[config.mk]
export PLATFORM = sky130hd
export DESIGN_NAME = int_queue_reader
export DESIGN_NICKNAME = d
export VERILOG_FILES = /design/src/rtl/int_queue_reader.sv
export SDC_FILE = /design/constraint.sdc
export NUM_CORES = 1
export LEC_CHECK = 0
export BUFFER_PORTS_ARGS = -buffer_cell sky130_fd_sc_hd__buf_2
export CORE_MARGIN = 2
export CORE_UTILIZATION = 30
export CTS_CLUSTER_DIAMETER = 50
export DETAILED_ROUTE_END_ITERATION = 8
export PLACE_DENSITY = 0.59
export SLEW_MARGIN = 20
export SYNTH_ARGS = -nofsm -noshare
export SYNTH_HDL_FRONTEND = slang
export SYNTH_SLANG_ARGS = --single-unit
export TNS_END_PERCENT = 10
[constraint.sdc]
create_clock -name clk_in -period 3.25 [get_ports clk_in]
set_input_delay 0.4875 -clock clk_in [delete_from_list [all_inputs] [get_ports clk_in]]
set_output_delay 0.4875 -clock clk_in [all_outputs]
set_load 0.005 [all_outputs]
[src/rtl/int_queue_reader.sv]
// Consumer side of the integer instruction queue: pops the FIFO, hides its one-cycle
// read latency behind a 2-entry buffer, issues over valid/ready. Stats: INTQ_READER_STATS_EN.
module int_queue_reader #(
  parameter int BIT_LEN = 4,
  parameter int CNT_W   = 16
) (
  input  logic               clk_in,
  input  logic               reset_issue,
  input  logic               empty_fifo,
  output logic               rd_enable,
  input  logic [BIT_LEN-1:0] rd_data,
  input  logic               flush,
  output logic               out_valid,
  output logic [BIT_LEN-1:0] out_data,
  input  logic               out_ready,
  output logic [CNT_W-1:0]   issued_count,
  output logic [CNT_W-1:0]   stall_count
);

  // state     | meaning
  // OCC_EMPTY | no word buffered
  // OCC_ONE   | head word in buf0
  // OCC_FULL  | head in buf0, next word in buf1
  localparam logic [1:0] OCC_EMPTY = 2'd0;
  localparam logic [1:0] OCC_ONE   = 2'd1;
  localparam logic [1:0] OCC_FULL  = 2'd2;

  logic [1:0]         occ_q, occ_d;
  logic               inflight_q, inflight_d;
  logic               discard_q, discard_d;
  logic [BIT_LEN-1:0] buf0_q, buf0_d;
  logic [BIT_LEN-1:0] buf1_q, buf1_d;

  logic       pop;
  logic       capture;
  logic [2:0] committed;

  assign out_valid = (occ_q != OCC_EMPTY) & ~flush;
  assign out_data  = buf0_q;
  assign pop       = out_valid & out_ready;
  assign capture   = inflight_q & ~discard_q & ~flush;

  // Words already owned by this block after this cycle's pop; a new pop may only
  // be requested while that leaves room for the returning word.
  assign committed = {1'b0, occ_q} + {2'b00, inflight_q} - {2'b00, pop};
  assign rd_enable = ~reset_issue & ~empty_fifo & ~flush & (committed < 3'd2);

  always_comb begin
    occ_d      = occ_q;
    buf0_d     = buf0_q;
    buf1_d     = buf1_q;
    inflight_d = rd_enable;
    discard_d  = flush & inflight_q;
    if (flush) begin
      occ_d = OCC_EMPTY;
    end else begin
      case ({capture, pop})
        2'b10: begin
          if (occ_q == OCC_EMPTY) begin
            buf0_d = rd_data;
          end else begin
            buf1_d = rd_data;
          end
          occ_d = occ_q + 2'd1;
        end
        2'b01: begin
          buf0_d = buf1_q;
          occ_d  = occ_q - 2'd1;
        end
        2'b11: begin
          if (occ_q == OCC_FULL) begin
            buf0_d = buf1_q;
            buf1_d = rd_data;
          end else begin
            buf0_d = rd_data;
          end
        end
        default: begin
        end
      endcase
    end
  end

  always_ff @(posedge clk_in or posedge reset_issue) begin
    if (reset_issue) begin
      occ_q      <= OCC_EMPTY;
      inflight_q <= 1'b0;
      discard_q  <= 1'b0;
      buf0_q     <= '0;
      buf1_q     <= '0;
    end else begin
      occ_q      <= occ_d;
      inflight_q <= inflight_d;
      discard_q  <= discard_d;
      buf0_q     <= buf0_d;
      buf1_q     <= buf1_d;
    end
  end

`ifdef INTQ_READER_STATS_EN
  logic [CNT_W-1:0] issued_q, issued_d;
  logic [CNT_W-1:0] stall_q, stall_d;

  // Saturating counters; flush deliberately leaves them alone.
  always_comb begin
    issued_d = issued_q;
    stall_d  = stall_q;
    if (pop && (issued_q != {CNT_W{1'b1}})) begin
      issued_d = issued_q + 1'b1;
    end
    if (out_valid && !out_ready && (stall_q != {CNT_W{1'b1}})) begin
      stall_d = stall_q + 1'b1;
    end
  end

  always_ff @(posedge clk_in or posedge reset_issue) begin
    if (reset_issue) begin
      issued_q <= '0;
      stall_q  <= '0;
    end else begin
      issued_q <= issued_d;
      stall_q  <= stall_d;
    end
  end

  assign issued_count = issued_q;
  assign stall_count  = stall_q;
`else
  assign issued_count = '0;
  assign stall_count  = '0;
`endif

endmodule

# Word level (Yosys, flattened, before mapping)
# Index checks and enable logic that the tools add are counted.
dict set report word_totals {
  wordCells 44
  regBits 12
  inputBits 9
  out_inout_bits 38
}
dict set report op_classes {
  n_eq_ne 7
  n_reduce_logical 7
  muxes 8
  add_sub_neg 4
  bitwise_logic 12
  magnitude_cmp 1
}
# op n
set ops {}
lappend ops {{4-bit 2-to-1 mux} 4}
lappend ops {{4-bit case mux with 3 select lines} 1}
lappend ops {{1-bit AND} 8}
lappend ops {{4-bit case mux with 2 select lines} 1}
lappend ops {{2-bit equality test, second input constant} 3}
lappend ops {{2-bit inequality test, second input constant} 3}
lappend ops {{3-bit nonzero test} 2}
lappend ops {{1-bit NOT} 4}
lappend ops {{2-bit case mux with 2 select lines} 1}
lappend ops {{4-bit AND reduction} 1}
lappend ops {{2-bit nonzero test} 2}
lappend ops {{2-bit by 1-bit adder with 3-bit output} 1}
lappend ops {{3-bit by 2-bit less-than comparator with 1-bit output, second input constant} 1}
lappend ops {{3-bit AND reduction} 1}
lappend ops {{3-bit by 1-bit subtractor with 3-bit output} 1}
lappend ops {{2-bit by 1-bit adder with 2-bit output, second input constant} 1}
lappend ops {{2-bit by 1-bit equality test with 1-bit output, second input constant} 1}
lappend ops {{2-bit logical NOT} 1}
lappend ops {{2-bit 2-to-1 mux} 1}
lappend ops {{2-bit by 1-bit subtractor with 2-bit output, second input constant} 1}

# Longest topological paths before layout
# Gate-level depths: netlist of the first run.
dict set report logic_depth {
  depth_word 6
  depth_mapped 8
  ltp_nobuf 7
}

# Worst setup path before layout of the first run
# Ideal clock, no wire load.
dict set report synth_timing {
  path_kind {register -> output}
  start {reg occ_q[1]}
  end {out rd_enable}
  t_arrival_ps 1927
  path_stages_with_launch 9
  n_path_buf 1
  setup_slack_ps 836
  required_time_ps 2762
  cell_sequence {dfrtp_1 > clkbuf_1 > nor2_1 > nor3_1 > ha_1 > nand2b_1 > fa_1 > xnor2_1 > and4_1}
}
dict set report synth_via {
  elab_chain_cells 6
  word_cells_on_any_way 7
  cone_classes {add/sub: 2; order compare: 1; bitwise: 3; reduce/logical: 1}
}
# element line
set synth_rtl {}
lappend synth_rtl {{start, declared} 28} ;# logic [1:0] occ_q, occ_d;
lappend synth_rtl {{start signal, assigned} 86} ;# occ_q <= OCC_EMPTY;
lappend synth_rtl {{start signal, assigned} 92} ;# occ_q <= occ_d;
lappend synth_rtl {{2-bit nonzero test} 38} ;# assign out_valid = (occ_q != OCC_EMPTY) & ~flush;
lappend synth_rtl {{1-bit AND} 38}
lappend synth_rtl {{1-bit AND} 40} ;# assign pop = out_valid & out_ready;
lappend synth_rtl {{3-bit by 1-bit subtractor with 3-bit output *} 45} ;# assign committed = {1'b0, occ_q} + {2'b00, inflight_q} - {2'b00, pop};
lappend synth_rtl {{3-bit by 2-bit less-than comparator with 1-bit output *} 46} ;# assign rd_enable = ~reset_issue & ~empty_fifo & ~flush & (committed < 3'd2);
lappend synth_rtl {{1-bit AND *} 46}
lappend synth_rtl {{end, declared} 10} ;# output logic rd_enable,
# Mark *: on every way between the ends. The rest lies on a longest branch, timed or not.

# Worst setup path after layout of the first run
# Same ends and word-level chain as after synthesis.

==> results of run 1 <==
## per-layer routing
| layer | wire [um] | share of wire [%] | vias up | global-route usage, % |
|---|---|---|---|---|
| li1 | - | - | 296 | - |
| met1 | 526 | 37 | 288 | 8.177 |
| met2 | 792 | 55 | 27 | 17.55 |
| met3 | 80 | 5.6 | 2 | 1.948 |
| met4 | 29 | 2.0 | 0 | 5.714 |
| met5 | 0 | 0 | - | 0 |
## how the worst max path moves through the flow
stage,start,to,slack [ps]
after floorplan,occ_q[1],rd_enable,840
final,occ_q[1],rd_enable,390
after global routing,occ_q[1],rd_enable,180
after global placement,out_ready,rd_enable,670
after CTS,occ_q[1],rd_enable,370
after detailed placement,out_ready,rd_enable,600
## worst max-delay path, delay by kind of cell (launching register included)
kind,cells,cell delay (ps)
simple gates,4,710
fa+ha+maj,2,640
flops,1,500
xor+xnor,1,130
buf+inv,1,120
## logic make-up after synthesis
family	after synthesis	synth area share, %
compound gates	13	12.37
xor+xnor	1	0.9310
fa+ha+maj	2	3.457
buf+inv	48	33.51
flops	12	31.92
mux	4	4.787
other cells	1	0.3986
simple gates	19	12.63
## synth_stat cells (all sizes together), types with 2 or more instances
| library cell | instances |
|---|---|
| a221oi | 4 |
| nor2 | 3 |
| mux2 | 4 |
| nor2b | 3 |
| clkbuf | 2 |
| buf | 34 |
| inv | 12 |
| nor4 | 4 |
| o21ai | 2 |
| dfrtp | 12 |
| nor3 | 3 |
## layout by cell type (no fill, tap or decap), types with 2 or more instances in the layout
cell type	n
conb_1	32
buf_2	14
inv_1	12
dfrtp_1	12
nor4_1	4
a221oi_1	4
mux2_2	4
nor2b_1	3
nor2_1	3
nor3_1	3
clkbuf_4	3
o21ai_0	2
## power by group
part	internal, mW	switching (mW)
clock network	0.0680	0.0521
registers	0.167	0.00943
logic	0.0316	0.0366
total	0.267	0.0982
## final cells by class
cell class	instances	area, sq um
timing repair buffer	15	77.57
clock buffer	4	36.28
sequential	12	300.3
tap	44	55.05
inverter	12	45.04
fill	321	2072
multi-input combinational	71	441.7
## registers in the layout, summed over array words and instances, names as in the netlist
register / flops
buf1_q: 4
discard_q: 1
inflight_q: 1
occ_q: 2
out_data: 4
==> flow_summary.json, run 1 <==
{
  "power_density_nw_per_um2": 381.6,
  "p_leak_nw": 0.4854,
  "skew_ps": 0.6329,
  "diodes": 0,
  "criticalPathCategory": "flop to primary output",
  "syn_area_per_cell_sq_um": 9.409,
  "yosys.area.top_type_share_pct": 31.91,
  "grt_start_max_net_pins": 14,
  "finalSetupTns_ps": 0,
  "wl_per_cell_um": 9.044,
  "start_util_pct": 31.07,
  "post_route_cells_drive_above_1_share_pct": 22.81,
  "synthCells": 100,
  "crit_path_start_kind": "flop",
  "dp.cells": 154,
  "critPathCaptureType": "primary output",
  "timing.rr.start": "occ_q[1]",
  "synth-edff-count": 0,
  "num_vias": 613,
  "synth_warnings": 0,
  "synthArstFlopShare_pct": 100.0,
  "slowest_delay_ps": 500,
  "r2r_setup_slack_ps": 1160,
  "drt-pass1-iter-count": 4,
  "slew_violations": 0,
  "max_slew_margin_pct": 59.38,
  "viasPerCell": 3.880,
  "holdWs_ps": 191.6,
  "clock_latency_ps": 270,
  "timing.final.ws_setup_ps": 393.6,
  "grt_overflow_total": 0,
  "cts_tree": "done",
  "worst_path_max_delay_cell": "dfrtp_1",
  "area_growth_pct": 1.596,
  "antenna_found_initial": 0,
  "netlist_top_cells_area": "dfrtp_1, buf_4, inv_1, mux2_2, a221oi_1",
  "core_sq_um": 3028,
  "setup_violations": 0,
  "drt_iter0_markers": 3,
  "grt_pass1_vias": 531,
  "cts_resized": 0,
  "gp_congestion": 0.7401,
  "power_mw": 0.3648,
  "clkTransAtPathRegs_ps": 80,
  "die_w_um": 60.01,
  "cap_violations": 0,
  "die_area_sq_um": 3601,
  "finalCriticalPeriod_ps": 2856,
  "grt_setup_unrepaired": "false",
  "io_pins": 47,
  "grt_pass1_wl_um": 2325,
  "worstMarginPinSlew_ps": 608.0,
  "place_area_sq_um": 919.6,
  "cp.required_ps": 2760,
  "ys_seq_area_share_pct": 31.91,
  "rows": 20,
  "clk_path_buf_depth": 2,
  "fmax_ghz": 0.3501,
  "hp-class": "input pin to async pin",
  "post-synth-top-area-cell": "dfrtp_1",
  "yosysUniqueCellTypes": 29,
  "dp_hpwl_um": 1148,
  "arrival_ps": 2370,
  "place_ws_ps": 603.5,
  "cts.sinks": 12,
  "h-tree-depth": 1,
  "outcome": "completed",
  "final_antenna_net_count": 0,
  "cts_root_buf": "clkbuf_4",
  "rr_worst_depth": 7,
  "cts_hold_buf": 0,
  "ir_drop_mv": 0.07994,
  "die_h_um": 60.01,
  "nNetsFinal": 126,
  "crit_fanout": 10,
  "post-cts-setup-buffer-count": 0,
  "final_util_pct": 31.57,
  "crit_chain": "nor2_1 > nor3_1 > ha_1 > nand2b_1 > fa_1 > xnor2_1 > and4_1 > buf_2",
  "ys.flop_type": "dfrtp_1",
  "io_buffers": 14,
  "finalHoldViolCount": 0,
  "grt_usage_pct": 9.013,
  "fin_cells": 158,
  "timing.rr.end": "inflight_q",
  "period_share_pct": 87.89,
  "synth-seq-cells": 12,
  "wirelength_um": 1429,
  "cts-buffers-inserted": 3,
  "syn_area_sq_um": 940.9,
  "drc": 0,
  "design_area_sq_um": 955.9
}
Power figures use the tool's default switching activity.
==> run 2, diff against run 1 <==
Settings changed: CTS_CLUSTER_SIZE from default to 40, PLACE_DENSITY 0.59 to 0.66.
==> run 2 against run 1 <==
Critical path depth unchanged; sequential share of layout area unchanged; largest power group unchanged; combinational power about the same; count of clock-buffer cells in the layout unchanged.
==> flow_summary.json, run 2 (synthesis gave the netlist of run 1 again) <==
{
  "outcome": "completed",
  "crit_family": "simple AND/OR/NAND/NOR gates",
  "cap_violations": 0,
  "final_antenna_net_count": 0,
  "top_layer_used": "met4",
  "drt_iter0_markers": 3,
  "cts.sinks": 12,
  "antenna_found_initial": 0,
  "timing.rr.start": "occ_q[1]",
  "worst_path_max_delay_cell": "dfrtp_1",
  "setup_violations": 0,
  "clk_path_buf_depth": 2,
  "slowest_delay_ps": 500,
  "grt_pass1_vias": 543,
  "wl_met1_um": 485,
  "finalCriticalPeriod_ps": 2863,
  "final_util_pct": 31.57,
  "max_slew_margin_pct": 61.89,
  "rows": 20,
  "nFillCells": 317,
  "final_common_cell": "conb_1",
  "ir_drop_mv": 0.08743,
  "cts_resized": 0,
  "area_growth_pct": 1.596,
  "diodes": 0,
  "fmax_ghz": 0.3493,
  "skew_ps": 4.711,
  "crit_path_start_kind": "flop",
  "crit_fanout": 10,
  "grt_overflow_total": 0,
  "die_h_um": 60.01,
  "core_sq_um": 3028,
  "grt_setup_unrepaired": "false",
  "clock_latency_ps": 280,
  "arrival_ps": 2380,
  "cts-buffers-inserted": 3,
  "post_route_cells_drive_above_1_share_pct": 22.81,
  "finalHoldViolCount": 0,
  "critPathCaptureType": "primary output",
  "cts_root_buf": "clkbuf_4",
  "crit_chain": "nor2_1 > nor3_1 > ha_1 > nand2b_1 > fa_1 > xnor2_1 > and4_1 > buf_2",
  "finalSetupTns_ps": 0,
  "dr_wl_met2_um": 815,
  "drc": 0,
  "wirelength_um": 1424,
  "path_buf_inv": 1,
  "period_share_pct": 88.08,
  "start_util_pct": 31.07,
  "die_w_um": 60.01,
  "worstMarginPinSlew_ps": 570.5,
  "cts_hold_buf": 0,
  "viasPerCell": 4.025,
  "gp_congestion": 0.7555,
  "h-tree-depth": 1,
  "wl_per_cell_um": 9.013,
  "cp.required_ps": 2760,
  "io_pins": 47,
  "io_buffers": 14,
  "dp_hpwl_um": 1172,
  "hp-class": "input pin to async pin",
  "post-cts-setup-buffer-count": 0,
  "nNetsFinal": 126,
  "cp-startpoint": "occ_q[1]",
  "grt_start_max_net_pins": 14,
  "num_vias": 636,
  "grt_usage_pct": 9.022,
  "slew_violations": 0,
  "cts_tree": "done",
  "grt_pass1_wl_um": 2304,
  "clkTransAtPathRegs_ps": 80,
  "p_leak_nw": 0.4854,
  "criticalPathCategory": "flop to primary output",
  "power_density_nw_per_um2": 382.8,
  "die_area_sq_um": 3601,
  "layout_common_cells": "conb_1, buf_2, inv_1, dfrtp_1",
  "holdWs_ps": 178.0,
  "drt-pass1-iter-count": 3,
  "met3_length_um": 77
}
run 2: cell counts in the layout (fill, tap and decap cells not counted):
No cell type changed its count.
run 2: worst reg2reg max path, cell delays in order, from the launching register on:
cell and delay, ps:
dfrtp_1 500, nor2_1 250, nor3_1 80, ha_1 260
nand2b_1 150, fa_1 380, xnor2_1 130, and4_1 220
run 2: per-stage QoR:
stage / area, sq um / setup slack, ps / power, mW / instances
floorplan: 1057 / 835.7 / 0.2512 / 131
global placement: 919.6 / 661.1 / 0.2461 / 154
detailed placement: 919.6 / 594.0 / 0.2489 / 154
CTS: 955.9 / 352.9 / 0.3702 / 158
global route: 955.9 / 224.8 / 0.3899 / 158
finish: 955.9 / 387.3 / 0.3659 / 158
run 2: final timing paths:
path | to | slack, ps | cells past startpoint
setup reg to reg | inflight_q | 1160 | 7
max in group asynchronous | inflight_q | 2900 | 3
setup / recovery | rd_enable | 390 | 8
hold reg to reg | buf1_q[1] | 510 | 1
min in group clk_in | buf1_q[1] | 460 | 2
hold / removal | buf1_q[0] | 180 | 3
run 2: report_power, final:
part           leakage [nW]  switching, mW  internal (mW)
clock network        0.0210         0.0527         0.0682
logic                 0.310         0.0367         0.0315
registers             0.154        0.00969          0.167
run 2: final cells by class:
cell class              count  area [sq um]  share of cell area [%]
clock buffers               4         36.28                   3.796
inverters                  12         45.04                   4.712
multi-input cells          71         441.7                   46.20
flip-flops and latches     12         300.3                   31.41
well taps                  44         55.05                   5.759
repair buffers             15         77.57                   8.115
run 2: routing by layer:
layer | vias up | GRT usage [%]
li1 | 298 | -
met1 | 310 | 8.065
met2 | 24 | 16.61
met3 | 4 | 1.515
met4 | 0 | 8.571
met5 | - | 0
